==> src/rtl/postfix_pkg.sv <==
// Shared constants for the postfix sequencer: ALU opcodes, ASCII tokens, error codes and FSM states.
package postfix_pkg;

  localparam logic [2:0] OP_PUSH = 3'b110;
  localparam logic [2:0] OP_ADD  = 3'b100;
  localparam logic [2:0] OP_MUL  = 3'b101;
  localparam logic [2:0] OP_POP  = 3'b111;

  localparam logic [7:0] CH_NUL = 8'h00;
  localparam logic [7:0] CH_SP  = 8'h20;
  localparam logic [7:0] CH_ADD = 8'h2B;
  localparam logic [7:0] CH_SUB = 8'h2D;
  localparam logic [7:0] CH_MUL = 8'h2A;
  localparam logic [7:0] CH_0   = 8'h30;
  localparam logic [7:0] CH_9   = 8'h39;

  localparam logic [2:0] ERR_NONE  = 3'd0;
  localparam logic [2:0] ERR_UNDER = 3'd1;
  localparam logic [2:0] ERR_FULL  = 3'd2;
  localparam logic [2:0] ERR_CHAR  = 3'd3;
  localparam logic [2:0] ERR_END   = 3'd4;

  typedef enum logic [2:0] {
    FETCH, PA, PB, OP, WAIT, WB, DRAIN, DONE
  } state_e;

  function automatic logic is_digit(input logic [7:0] c);
    return (c >= CH_0) && (c <= CH_9);
  endfunction

  function automatic logic is_op(input logic [7:0] c);
    return (c == CH_ADD) || (c == CH_SUB) || (c == CH_MUL);
  endfunction

endpackage

==> src/rtl/postfix_operand_stack.sv <==
// Operand stack register file: push at sp, replace stack[sp-2] while popping, combinational top/second/bottom reads.
module postfix_operand_stack #(
  parameter int WIDTH = 32,
  parameter int DEPTH = 16
) (
  input  logic                       clk,
  input  logic                       rst_n,
  input  logic                       push_i,
  input  logic [WIDTH-1:0]           push_data_i,
  input  logic                       repl_i,
  input  logic [WIDTH-1:0]           repl_data_i,
  input  logic                       clr_i,
  output logic [WIDTH-1:0]           top_o,
  output logic [WIDTH-1:0]           second_o,
  output logic [WIDTH-1:0]           bottom_o,
  output logic [$clog2(DEPTH+1)-1:0] sp_o,
  output logic                       full_o,
  output logic                       empty_o
);

  localparam int SPW = $clog2(DEPTH + 1);
  localparam int AW  = (DEPTH > 1) ? $clog2(DEPTH) : 1;

  logic [SPW-1:0]   sp_q, sp_d;
  logic [WIDTH-1:0] mem_q [DEPTH];
  logic [AW-1:0]    top_idx, second_idx;

  always_comb begin
    sp_d = sp_q;
    if (clr_i)       sp_d = '0;
    else if (push_i) sp_d = sp_q + SPW'(1);
    else if (repl_i) sp_d = sp_q - SPW'(1);
  end

  always_ff @(posedge clk or negedge rst_n) begin
    if (!rst_n) sp_q <= '0;
    else        sp_q <= sp_d;
  end

  // Entries carry no reset: sp alone defines what is live.
  for (genvar gi = 0; gi < DEPTH; gi++) begin : g_entry
    always_ff @(posedge clk) begin
      if (push_i && (sp_q == SPW'(gi)))
        mem_q[gi] <= push_data_i;
      else if (repl_i && ((sp_q - SPW'(2)) == SPW'(gi)))
        mem_q[gi] <= repl_data_i;
    end
  end

  assign top_idx    = AW'(sp_q - SPW'(1));
  assign second_idx = AW'(sp_q - SPW'(2));
  assign top_o      = mem_q[top_idx];
  assign second_o   = mem_q[second_idx];
  assign bottom_o   = mem_q[0];
  assign sp_o       = sp_q;
  assign full_o     = (sp_q == SPW'(DEPTH));
  assign empty_o    = (sp_q == '0);

endmodule

==> src/rtl/postfix_sequencer.sv <==
// Postfix expression controller: parses characters, keeps the operand stack and drives a
// latency-ALU_LAT stack ALU with push/push/op/pop per operator.
module postfix_sequencer
  import postfix_pkg::*;
#(
  parameter int WIDTH   = 32,
  parameter int DEPTH   = 16,
  parameter int ALU_LAT = 1
) (
  input  logic             clk,
  input  logic             rst_n,
  input  logic             tok_valid,
  output logic             tok_ready,
  input  logic [7:0]       tok_data,
  output logic             res_valid,
  input  logic             res_ready,
  output logic [WIDTH-1:0] res_data,
  output logic             res_ovf,
  output logic [2:0]       res_err,
  output logic             alu_strobe,
  output logic [2:0]       alu_opcode,
  output logic [WIDTH-1:0] alu_data,
  input  logic [WIDTH-1:0] alu_out,
  input  logic             alu_ovf,
  output logic             busy
);

  localparam int SPW = $clog2(DEPTH + 1);
  localparam int LW  = (ALU_LAT > 1) ? $clog2(ALU_LAT) : 1;

  state_e           state_q, state_d;
  logic [WIDTH-1:0] a_q, a_d, b_q, b_d;
  logic             sub_q, sub_d, mul_q, mul_d;
  logic             ovf_q, ovf_d;
  logic [2:0]       err_q, err_d;
  logic [LW-1:0]    lat_q, lat_d;

  logic             stk_push, stk_repl, stk_clr, stk_full, stk_empty;
  logic [WIDTH-1:0] stk_top, stk_second, stk_bottom;
  logic [SPW-1:0]   sp;

  postfix_operand_stack #(.WIDTH(WIDTH), .DEPTH(DEPTH)) u_stack (
    .clk         (clk),
    .rst_n       (rst_n),
    .push_i      (stk_push),
    .push_data_i (WIDTH'(tok_data[3:0])),
    .repl_i      (stk_repl),
    .repl_data_i (alu_out),
    .clr_i       (stk_clr),
    .top_o       (stk_top),
    .second_o    (stk_second),
    .bottom_o    (stk_bottom),
    .sp_o        (sp),
    .full_o      (stk_full),
    .empty_o     (stk_empty)
  );

  assign tok_ready = (state_q == FETCH) || (state_q == DRAIN);
  assign busy      = !((state_q == FETCH) && stk_empty);

  always_comb begin
    state_d    = state_q;
    a_d        = a_q;
    b_d        = b_q;
    sub_d      = sub_q;
    mul_d      = mul_q;
    ovf_d      = ovf_q;
    err_d      = err_q;
    lat_d      = lat_q;
    stk_push   = 1'b0;
    stk_repl   = 1'b0;
    stk_clr    = 1'b0;
    res_valid  = 1'b0;
    res_data   = '0;
    res_ovf    = 1'b0;
    res_err    = ERR_NONE;
    alu_strobe = 1'b0;
    alu_opcode = 3'b000;
    alu_data   = '0;
    case (state_q)
      FETCH: begin
        if (tok_valid) begin
          if (is_digit(tok_data)) begin
            if (stk_full) begin
              err_d   = ERR_FULL;
              state_d = DRAIN;
            end else begin
              stk_push = 1'b1;
            end
          end else if (is_op(tok_data)) begin
            if (sp < SPW'(2)) begin
              err_d   = ERR_UNDER;
              state_d = DRAIN;
            end else begin
              a_d     = stk_second;
              b_d     = stk_top;
              sub_d   = (tok_data == CH_SUB);
              mul_d   = (tok_data == CH_MUL);
              state_d = PA;
            end
          end else if (tok_data == CH_NUL) begin
            if (sp != SPW'(1)) err_d = ERR_END;
            state_d = DONE;
          end else if (tok_data != CH_SP) begin
            err_d   = ERR_CHAR;
            state_d = DRAIN;
          end
        end
      end
      PA: begin
        alu_strobe = 1'b1;
        alu_opcode = OP_PUSH;
        alu_data   = a_q;
        state_d    = PB;
      end
      PB: begin
        // Subtraction is realised as A + (-B) on the adder.
        alu_strobe = 1'b1;
        alu_opcode = OP_PUSH;
        alu_data   = sub_q ? (~b_q + WIDTH'(1)) : b_q;
        state_d    = OP;
      end
      OP: begin
        alu_strobe = 1'b1;
        alu_opcode = mul_q ? OP_MUL : OP_ADD;
        lat_d      = '0;
        state_d    = WAIT;
      end
      WAIT: begin
        if (lat_q == LW'(ALU_LAT - 1)) state_d = WB;
        else                           lat_d   = lat_q + LW'(1);
      end
      WB: begin
        stk_repl   = 1'b1;
        ovf_d      = ovf_q | alu_ovf;
        alu_strobe = 1'b1;
        alu_opcode = OP_POP;
        state_d    = FETCH;
      end
      DRAIN: begin
        if (tok_valid && (tok_data == CH_NUL)) state_d = DONE;
      end
      DONE: begin
        res_valid = 1'b1;
        res_data  = (err_q == ERR_NONE) ? stk_bottom : '0;
        res_ovf   = ovf_q;
        res_err   = err_q;
        if (res_ready) begin
          stk_clr = 1'b1;
          ovf_d   = 1'b0;
          err_d   = ERR_NONE;
          state_d = FETCH;
        end
      end
      default: state_d = FETCH;
    endcase
  end

  always_ff @(posedge clk or negedge rst_n) begin
    if (!rst_n) begin
      state_q <= FETCH;
      a_q     <= '0;
      b_q     <= '0;
      sub_q   <= 1'b0;
      mul_q   <= 1'b0;
      ovf_q   <= 1'b0;
      err_q   <= ERR_NONE;
      lat_q   <= '0;
    end else begin
      state_q <= state_d;
      a_q     <= a_d;
      b_q     <= b_d;
      sub_q   <= sub_d;
      mul_q   <= mul_d;
      ovf_q   <= ovf_d;
      err_q   <= err_d;
      lat_q   <= lat_d;
    end
  end

endmodule
==> config.mk <==
export PLATFORM = sky130hd
export DESIGN_NAME = postfix_sequencer
export DESIGN_NICKNAME = d
export VERILOG_FILES = /design/src/rtl/postfix_pkg.sv /design/src/rtl/postfix_operand_stack.sv /design/src/rtl/postfix_sequencer.sv
export SDC_FILE = /design/constraint.sdc
export NUM_CORES = 1
export LEC_CHECK = 0
export ABC_CLOCK_PERIOD_IN_PS = 6100
export CELL_PAD_IN_SITES_DETAIL_PLACEMENT = 0
export CELL_PAD_IN_SITES_GLOBAL_PLACEMENT = 1
export CORE_MARGIN = 5
export CORE_UTILIZATION = 40
export CTS_CLUSTER_DIAMETER = 150
export CTS_CLUSTER_SIZE = 12
export DETAILED_ROUTE_END_ITERATION = 12
export PLACE_DENSITY_LB_ADDON = 0.3
export SLEW_MARGIN = 10
export SYNTH_ARGS = -nofsm -noshare
export SYNTH_HDL_FRONTEND = slang
export SYNTH_SLANG_ARGS = --single-unit
==> constraint.sdc <==
create_clock -name clk -period 6.1 [get_ports clk]
set_input_delay 0.61 -clock clk [delete_from_list [all_inputs] [get_ports clk]]
set_output_delay 0.61 -clock clk [all_outputs]
set_load 0.01 [all_outputs]
==> impl_metrics.csv <==
group,metric,value,unit
grt,grt_overflow_total,0,
setup_path,cp-end-kind,"output port",
placement,dpl_cell_area,34400,sq um
grt,grt.total_usage,0.226,
floorplan,core_area,78900,sq um
power_and_ir_drop,irDropWorstVdd,0.414,mV
sta,fin_crit_sh,0.789,
setup_path,startpoint,"b_q[9]",
placement,place_congestion,0.849,
logic_synthesis,yosys.area.top_type_share,0.484,
clocking,cts_buffer_depth,3,
grt,grt_max_degree,137,
floorplan,floorplan.die_area,85200,sq um
placement,pre_cts_slack,1530,ps
routing,drt-wirelength-per-cell,30.8,um
logic_synthesis,seq_area_frac_synth,0.545,
power_and_ir_drop,power.density,417,nW/um^2
floorplan,io_pins,120,
routing,wirelength,97.5,mm
sta,timing.fmax,208,MHz
logic_synthesis,synth_cell_types,57,
setup_path,required,5490,ps
routing,drc,0,
setup_path,r2r-end,"u_stack.mem_q[15][31]",
logic_synthesis,avgSynthCellArea,15.7,sq um
logic_synthesis,ys_top_cells_by_area,"edfxtp_1 48%, mux4_2 23%, and2_1 9.6%, dfrtp_1 6.1%, mux2_2 4.5%",
routing,ant_nets,0,
cells_and_area,final_nets,2120,
hold_path,hp-class,"input pin to asynchronous set/reset pin",
routing,vias,19100,
logic_synthesis,synth_async_sr_flop_share,0.132,
setup_path,worstPathMaxFanout,5,
clocking,hold_buffers,1,
logic_synthesis,ys_ff_latch,590,
logic_synthesis,yosysTopAreaCell,"edfxtp_1",
cells_and_area,postLayoutCoreUtil,0.456,
floorplan,die_width,292,um
setup_path,cp-start-kind,"flop",
placement,io_buffers,119,
setup_path,reg2reg_from,"u_stack.sp_o[2]",
setup_path,regToRegSetupSlack,1570,ps
grt,grt_pass1_vias,19500,
clocking,clock-sinks,590,
logic_synthesis,syn_inst,2030,
routing,viasPerCell,6.04,
logic_synthesis,synth_enable_flop_cells,512,
cells_and_area,design_area,36000,sq um
job,drv_cap,0,
power_and_ir_drop,leakage,12.1,nW
power_and_ir_drop,fin_total_pwr,15.0,mW
cells_and_area,drive_gt1_frac,0.289,
sta,finalHoldViolCount,0,
logic_synthesis,syn_nets,2085,
setup_path,reg2reg_depth,8,
setup_path,arrival,4200,ps
cells_and_area,n_fill_cell,6822,
sta,setup_violations,0,
clocking,cts-htree-levels,2,
floorplan,die_h,292,um
logic_synthesis,synth.cell_area,31800,sq um
floorplan,rows,103,
logic_synthesis,synth_most_common_cell,"edfxtp_1",
floorplan,start_util,0.403,
clocking,worst_skew_pair.late_latency,620,ps
sta,postLayoutSetupSlackWorst,1290,ps
setup_path,crit_end,"alu_data[26]",
logic_synthesis,synth_flop_cell,"edfxtp_1",
logic_synthesis,synth_commonest_cells,"512 x edfxtp_1, 486 x and2_1, 320 x mux4_2",
sta,fin_tns_setup,0,ps
clocking,root_buffer,"clkbuf_16",
setup_path,crit_type,"flop to output port",
routing,dr.pass1.iters,7,
clocking,cts_tree,"yes",
sta,min_period,4810,ps
status,status,"finished clean",
sta,drv_slew,0,
sta,fin_skew,21.5,ps
clocking,cts_setup_buffers,0,
sta,worstMarginPinSlew,1190,ps
sta,max_slew_margin,0.209,
cells_and_area,regArea,17300,sq um
clocking,clk_pin_slew,60,ps
cells_and_area,area_growth,13.1,%
cells_and_area,multi_input_area,14000,sq um
grt,antenna_found_initial,5,
logic_synthesis,yosysWarningCount,0,
placement,dpl.hpwl,60.8,mm
routing,drt_iter0_markers,2155,
sta,grt_setup_unrepaired,"no",
clocking,cts-buffers-inserted,55,
grt,grt_pass1_wl,141,mm
clocking,cts_resized,0,
## per-layer routing
| metal | GRT usage | vias up | share of wire |
|---|---|---|---|
| li1 | - | 7907 | - |
| met1 | 0.325 | 10200 | 0.42 |
| met2 | 0.359 | 883 | 0.47 |
| met3 | 0.0526 | 117 | 0.089 |
| met4 | 0.0428 | 2 | 0.018 |
| met5 | 0 | - | 0.00013 |
## power by group
group | switching (mW) | internal, mW
Sequential | 0.234 | 4.60
Combinational | 3.76 | 3.20
Clock | 1.52 | 1.70
Total | 5.52 | 9.49
## worst min-delay path by stage
stage,start,end,slack (ps),cells past startpoint
final,rst_n,a_q[20],420,2
after global placement,ovf_q,ovf_q,480,2
after floorplan,rst_n,a_q[0],310,0
after global routing,rst_n,a_q[18],440,2
after CTS,rst_n,b_q[14],390,2
after detailed placement,ovf_q,ovf_q,490,2
## cells in the final DEF (no fill, tap or decap), types with 5 or more instances in the layout
master / count
and2_1: 486
buf_12: 9
buf_4: 34
clkbuf_1: 44
clkbuf_16: 55
clkdlybuf4s50_1: 118
dfrtp_1: 76
edfxtp_1: 512
ha_1: 9
inv_1: 11
mux2_2: 127
mux4_2: 320
nand2_1: 66
nand3_1: 8
nor2_1: 21
nor2_4: 17
nor3_1: 5
o21ai_0: 47
o22ai_4: 15
o31ai_1: 9
or4_1: 5
xnor2_1: 5
xor2_1: 29
## metrics by stage
| step | cells | hold WS (ps) |
|---|---|---|
| final | 3162 | 424 |
| after global placement | 3054 | 477 |
| after floorplan | 2030 | 314 |
| after CTS | 3159 | 390 |
| after detailed placement | 3057 | 488 |
| after global routing | 3159 | 443 |
## flip-flops by register name (all words and copies together) (netlist names)
register	cells
u_stack.sp_o	5
sub_q	1
state_q	3
b_q	32
mul_q	1
err_q	3
u_stack.mem_q	512
a_q	32
ovf_q	1
## layout make-up
type / instances / share of cell area
flip-flops and latches: 590 / 0.482
multi-input cells: 1240 / 0.389
repair buffers: 165 / 0.0475
clock buffers: 99 / 0.0429
well taps: 1050 / 0.0365
inverters: 13 / 0.00136
clock inverters: 2 / 0.000557
diodes: 3 / 0.000209
## critical path: stages, from the launching register on
cell and delay (ps):
dfrtp_1 430, or4_1 700, nor2_2 280, nand4b_2 340, o31ai_1 420, xor2_1 110, o21ai_0 630, clkdlybuf4s50_1 680
## logic make-up after synthesis
| group | synth area share |
|---|---|
| compound gates | 0.0187 |
| xor+xnor | 0.0102 |
| fa+ha+maj | 0.00394 |
| buf+inv | 0.0269 |
| flops | 0.545 |
| mux | 0.274 |
| simple gates | 0.121 |
Power figures use the tool's default switching activity.
